**src/rtl/vend_alu_sequencer.sv**
```systemverilog
// vend_alu_sequencer: holds vending credit and runs INSERT/BUY/REFUND through an external combinational ALU
// Ports: clk/rst_n (async active-low); cmd_valid/cmd_ready/cmd_type/cmd_data command channel;
// rsp_valid/rsp_ready/rsp_status/rsp_data response channel; vend_pulse strobe on a successful buy;
// credit/credit_zero status; alu_a/alu_b/alu_op drive the ALU, alu_result/alu_carry/alu_zero return from it.
module vend_alu_sequencer #(
  parameter int W = 5,
  parameter int ALU_WAIT = 1
) (
  input  logic         clk,
  input  logic         rst_n,
  input  logic         cmd_valid,
  output logic         cmd_ready,
  input  logic [1:0]   cmd_type,
  input  logic [W-1:0] cmd_data,
  output logic         rsp_valid,
  input  logic         rsp_ready,
  output logic [1:0]   rsp_status,
  output logic [W-1:0] rsp_data,
  output logic         vend_pulse,
  output logic [W-1:0] credit,
  output logic         credit_zero,
  output logic [W-1:0] alu_a,
  output logic [W-1:0] alu_b,
  output logic [2:0]   alu_op,
  input  logic [W-1:0] alu_result,
  input  logic         alu_carry,
  input  logic         alu_zero
);
  localparam int CW = (ALU_WAIT > 1) ? $clog2(ALU_WAIT) : 1;
  localparam logic [1:0] IDLE = 2'd0, DRIVE = 2'd1, RESP = 2'd2;
  localparam logic [1:0] C_INS = 2'd0, C_BUY = 2'd1, C_REF = 2'd2, C_RSV = 2'd3;
  localparam logic [1:0] S_OK = 2'd0, S_OVF = 2'd1, S_INSUF = 2'd2, S_ILL = 2'd3;
  localparam logic [2:0] OP_ADD = 3'd0, OP_SUB = 3'd1;
  logic [1:0]    state_q, state_d;
  logic [CW-1:0] cnt_q, cnt_d;
  logic [1:0]    type_q, type_d;
  logic [W-1:0]  data_q, data_d;
  logic [W-1:0]  credit_q, credit_d;
  logic          cz_q, cz_d;
  logic          rsp_valid_q, rsp_valid_d;
  logic [1:0]    status_q, status_d;
  logic [W-1:0]  rdata_q, rdata_d;
  logic          vend_q, vend_d;
  logic [W-1:0]  a_q, a_d, b_q, b_d;
  logic [2:0]    op_q, op_d;
  always_comb begin
    state_d     = state_q;
    cnt_d       = cnt_q;
    type_d      = type_q;
    data_d      = data_q;
    credit_d    = credit_q;
    cz_d        = cz_q;
    rsp_valid_d = rsp_valid_q;
    status_d    = status_q;
    rdata_d     = rdata_q;
    vend_d      = 1'b0;
    a_d         = a_q;
    b_d         = b_q;
    op_d        = op_q;
    case (state_q)
      IDLE: if (cmd_valid) begin
        state_d = DRIVE;
        cnt_d   = '0;
        type_d  = cmd_type;
        data_d  = cmd_data;
        a_d     = credit_q;
        b_d     = (cmd_type == C_REF) ? credit_q : (cmd_type == C_RSV) ? '0 : cmd_data;
        op_d    = (cmd_type == C_BUY || cmd_type == C_REF) ? OP_SUB : OP_ADD;
      end
      DRIVE: begin
        cnt_d = cnt_q + 1'b1;
        if (cnt_q == CW'(ALU_WAIT - 1)) begin
          state_d     = RESP;
          rsp_valid_d = 1'b1;
          rdata_d     = credit_q;
          status_d    = S_OK;
          case (type_q)
            C_INS: if (alu_carry) status_d = S_OVF;
            else begin
              credit_d = alu_result;
              cz_d     = alu_zero;
              rdata_d  = alu_result;
            end
            // Affordability comes from a local compare; the ALU borrow is not trusted here.
            C_BUY: if (data_q > credit_q) status_d = S_INSUF;
            else begin
              credit_d = alu_result;
              cz_d     = alu_zero;
              rdata_d  = alu_result;
              vend_d   = 1'b1;
            end
            C_REF: begin
              credit_d = alu_result;
              cz_d     = alu_zero;
            end
            default: status_d = S_ILL;
          endcase
        end
      end
      RESP: if (rsp_ready) begin
        state_d     = IDLE;
        rsp_valid_d = 1'b0;
      end
      default: state_d = IDLE;
    endcase
  end
  always_ff @(posedge clk or negedge rst_n) begin
    if (!rst_n) begin
      state_q     <= IDLE;
      cnt_q       <= '0;
      type_q      <= '0;
      data_q      <= '0;
      credit_q    <= '0;
      cz_q        <= 1'b1;
      rsp_valid_q <= 1'b0;
      status_q    <= S_OK;
      rdata_q     <= '0;
      vend_q      <= 1'b0;
      a_q         <= '0;
      b_q         <= '0;
      op_q        <= OP_ADD;
    end else begin
      state_q     <= state_d;
      cnt_q       <= cnt_d;
      type_q      <= type_d;
      data_q      <= data_d;
      credit_q    <= credit_d;
      cz_q        <= cz_d;
      rsp_valid_q <= rsp_valid_d;
      status_q    <= status_d;
      rdata_q     <= rdata_d;
      vend_q      <= vend_d;
      a_q         <= a_d;
      b_q         <= b_d;
      op_q        <= op_d;
    end
  end
  assign cmd_ready   = (state_q == IDLE);
  assign rsp_valid   = rsp_valid_q;
  assign rsp_status  = status_q;
  assign rsp_data    = rdata_q;
  assign vend_pulse  = vend_q;
  assign credit      = credit_q;
  assign credit_zero = cz_q;
  assign alu_a       = a_q;
  assign alu_b       = b_q;
  assign alu_op      = op_q;
endmodule

```
**config.mk**
```make
export PLATFORM = sky130hd
export DESIGN_NAME = vend_alu_sequencer
export DESIGN_NICKNAME = d
export VERILOG_FILES = /design/src/rtl/vend_alu_sequencer.sv
export SDC_FILE = /design/constraint.sdc
export NUM_CORES = 1
export LEC_CHECK = 0
export ABC_CLOCK_PERIOD_IN_PS = 3100
export CORE_MARGIN = 2
export CORE_UTILIZATION = 45
export CTS_CLUSTER_SIZE = 12
export DETAILED_ROUTE_END_ITERATION = 8
export DONT_BUFFER_PORTS = 1
export GPL_TIMING_DRIVEN = 0
export PLACE_DENSITY = 0.64
export SYNTH_ARGS = -nofsm -noshare
export SYNTH_HDL_FRONTEND = slang
export SYNTH_SLANG_ARGS = --single-unit
```
**constraint.sdc**
```tcl
create_clock -name clk -period 3.1 [get_ports clk]
set_input_delay 0.465 -clock clk [delete_from_list [all_inputs] [get_ports clk]]
set_output_delay 0.465 -clock clk [all_outputs]
set_load 0.05 [all_outputs]
```
==> results.sh <==
export IMPL_status="finished clean"
export IMPL_start_util_pct=47.5
export IMPL_fin_crit_sh_pct=79.2
export IMPL_area_growth_pct=9.61
export IMPL_crit_arrival_ns=2.60
export IMPL_dieArea_um2=4850
export IMPL_die_height_um=69.7
export IMPL_io_buffer_count=0
export IMPL_setup_viol=0
export IMPL_cts_root_buf="clkbuf_8"
export IMPL_path_clk_slew_ns=0.07
export IMPL_r2r_end="credit[3]"
export IMPL_clock_sinks=36
export IMPL_synth_seq_cells=36
export IMPL_synth_edf_count=0
export IMPL_drv_cap=0
export IMPL_synth_top_area_share_pct=45.2
export IMPL_synthArstFlopShare_pct=100
export IMPL_r2r_start="credit[2]"
export IMPL_vias_per_cell=5.43
export IMPL_relSlewSlack_pct=36.0
export IMPL_grt_overflow=0
export IMPL_syn_inst=206
export IMPL_grt_pass1_vias=1398
export IMPL_fin_crit_ns=2.46
export IMPL_ys_seq_area_share_pct=46.5
export IMPL_drt_wl_total_um=4230
export IMPL_cts_max_path_buffers=2
export IMPL_utilization_pct=52.0
export IMPL_pin_count=47
export IMPL_synthDistinctLibCells=46
export IMPL_synth_area_leader_cell="dfrtp_1"
export IMPL_clk_latency_ns=0.29
export IMPL_hold_viol_final=0
export IMPL_multi_input_area_um2=952
export IMPL_synth_area_leaders="dfrtp_1 (45%), ha_1 (7.1%), nand2_1 (6.8%)"
export IMPL_final_antenna_net_count=0
export IMPL_fin_setup_tns_ns=0
export IMPL_antenna_found_initial=0
export IMPL_htreeDepth=2
export IMPL_drtIter0Drc=81
export IMPL_core_um2=4090
export IMPL_synth_cell_area_um2=1940
export IMPL_crit_fanout=6
export IMPL_vias=1449
export IMPL_synth_ff_type="dfrtp_1"
export IMPL_cts_buffers=5
export IMPL_worst_endpoint_required_ns=3.25
export IMPL_slew_violations=0
export IMPL_rr_worst_depth=7
export IMPL_rsz0062_at_grt="no"
export IMPL_hold_class="in -> async"
export IMPL_grt_use_total_pct=19.0
export IMPL_grt_pass1_wl_um=7210
export IMPL_syn_area_per_cell_um2=9.41
export IMPL_rows=23
export IMPL_fill_cells=404
export IMPL_finClkSkew_ns=0.00300
export IMPL_ys_warnings_count=0
export IMPL_path_class="reg -> reg"
export IMPL_die_w_um=69.7
export IMPL_seq_area_um2=902
export IMPL_grt_start_max_net_pins=36
export IMPL_fmax_mhz=407
export IMPL_nets=245
export IMPL_dr_pass1_iters=4
export IMPL_critPathLaunchType="flop"
export IMPL_tightest_slew_ns=0.956
export IMPL_cts_tree="yes"
export IMPL_routabilityCongestion=0.843
export IMPL_route_detailed_drc=0
export IMPL_reg2reg_slack_ns=0.64
export IMPL_layout_drive_gt1_share_pct=14.7
export IMPL_antennaDiodeCount=0
export IMPL_end_kind="flop"
export IMPL_hpwl_um=3160
export IMPL_wire_per_inst_um=15.9
==> area by class of cell <==
| class | count | area share (%) |
|---|---|---|
| flip-flops and latches | 36 | 42.4 |
| repair buffers | 2 | 1.41 |
| well taps | 50 | 2.94 |
| plain buffers | 9 | 2.41 |
| multi-input cells | 152 | 44.8 |
| inverters | 10 | 1.77 |
| clock buffers | 8 | 4.24 |
==> critical path, cell delays in order (launching register included) <==
cell and delay [ns]:
dfrtp_1 0.76, inv_1 0.19, ha_1 0.35, nor2_1 0.19
a211oi_4 0.09, o211a_4 0.28, nor3_2 0.30, o22ai_1 0.15
==> routing by layer <==
layer	vias to the layer above	global-route usage, %	share of wire [%]
li1	727	-	-
met1	676	26.2	48
met2	41	28.1	44
met3	5	7.70	6.4
met4	0	4.49	0.99
met5	-	0	0
==> cell usage in the layout, fill, tap and decap left out, types with 5 or more instances in the layout <==
cell | synthesis | layout
a21oi_1 | 6 | 6
a221oi_1 | 9 | 9
clkbuf_1 | 3 | 5
clkbuf_8 | 0 | 6
dfrtp_1 | 35 | 35
ha_1 | 11 | 11
inv_1 | 10 | 10
nand2_1 | 35 | 35
nor2_1 | 29 | 29
o21ai_0 | 9 | 9
o21ai_1 | 7 | 7
==> timing repair <==
item / CTS / global route
hold buffers: 1 / 1
hold endpoints to repair: 35 / 1
resized for setup: 0 / 0
buffers inserted: 0 / 0
==> how the worst max path moves through the flow <==
stage                     startpoint     endpoint  slack, ns  depth (start not counted)
after floorplan            credit[1]  rsp_data[1]       0.94                          7
after global placement     credit[2]    credit[3]       0.64                          7
after detailed placement   credit[2]    credit[3]       0.63                          7
after CTS                  credit[2]    credit[3]       0.63                          7
after global routing       credit[1]  rsp_data[1]       0.48                          7
final                      credit[2]    credit[3]       0.64                          7
==> sequential cells by signal, indices dropped and copies added (netlist names) <==
| signal | cells |
|---|---|
| alu_a | 5 |
| alu_b | 5 |
| credit | 5 |
| data_q | 5 |
| rsp_data | 5 |
| rsp_status | 2 |
| state_q | 2 |
| type_q | 2 |
| alu_op | 1 |
| cnt_q | 1 |
| credit_zero | 1 |
| rsp_valid | 1 |
| vend_pulse | 1 |
==> stage by stage <==
step	cells	instance area (um^2)	hold WS [ns]	setup slack, ns
after CTS	266	2120	0.00997	0.631
after global routing	267	2130	0.00888	0.483
after global placement	257	2010	0.170	0.639
final	267	2130	0.000195	0.643
after floorplan	207	1940	0.169	0.939
after detailed placement	257	2010	0.170	0.627
==> cell usage after synthesis (all sizes together), types with 2 or more instances <==
cell,instances
nor2,31
a31oi,4
or2,2
mux2,2
a21oi,6
ha,11
mux2i,2
o22ai,5
a221oi,9
dfrtp,35
o21ai,16
nand2b,3
clkbuf,3
buf,6
nand2,38
inv,10
and2,4
==> cells by family after synthesis <==
family	Yosys count	share of synthesized area, %
AND/OR/NAND/NOR	85	20.1
AO/OA/AOI/OAI	50	19.2
flip-flops	36	46.5
buffers and inverters	19	4.58
adder cells (fa/ha/maj)	11	7.10
multiplexers	4	2.39
other	1	0.193
Power is not shown: default switching activity piles up to over one toggle a cycle in this logic, so the estimate is an artifact.
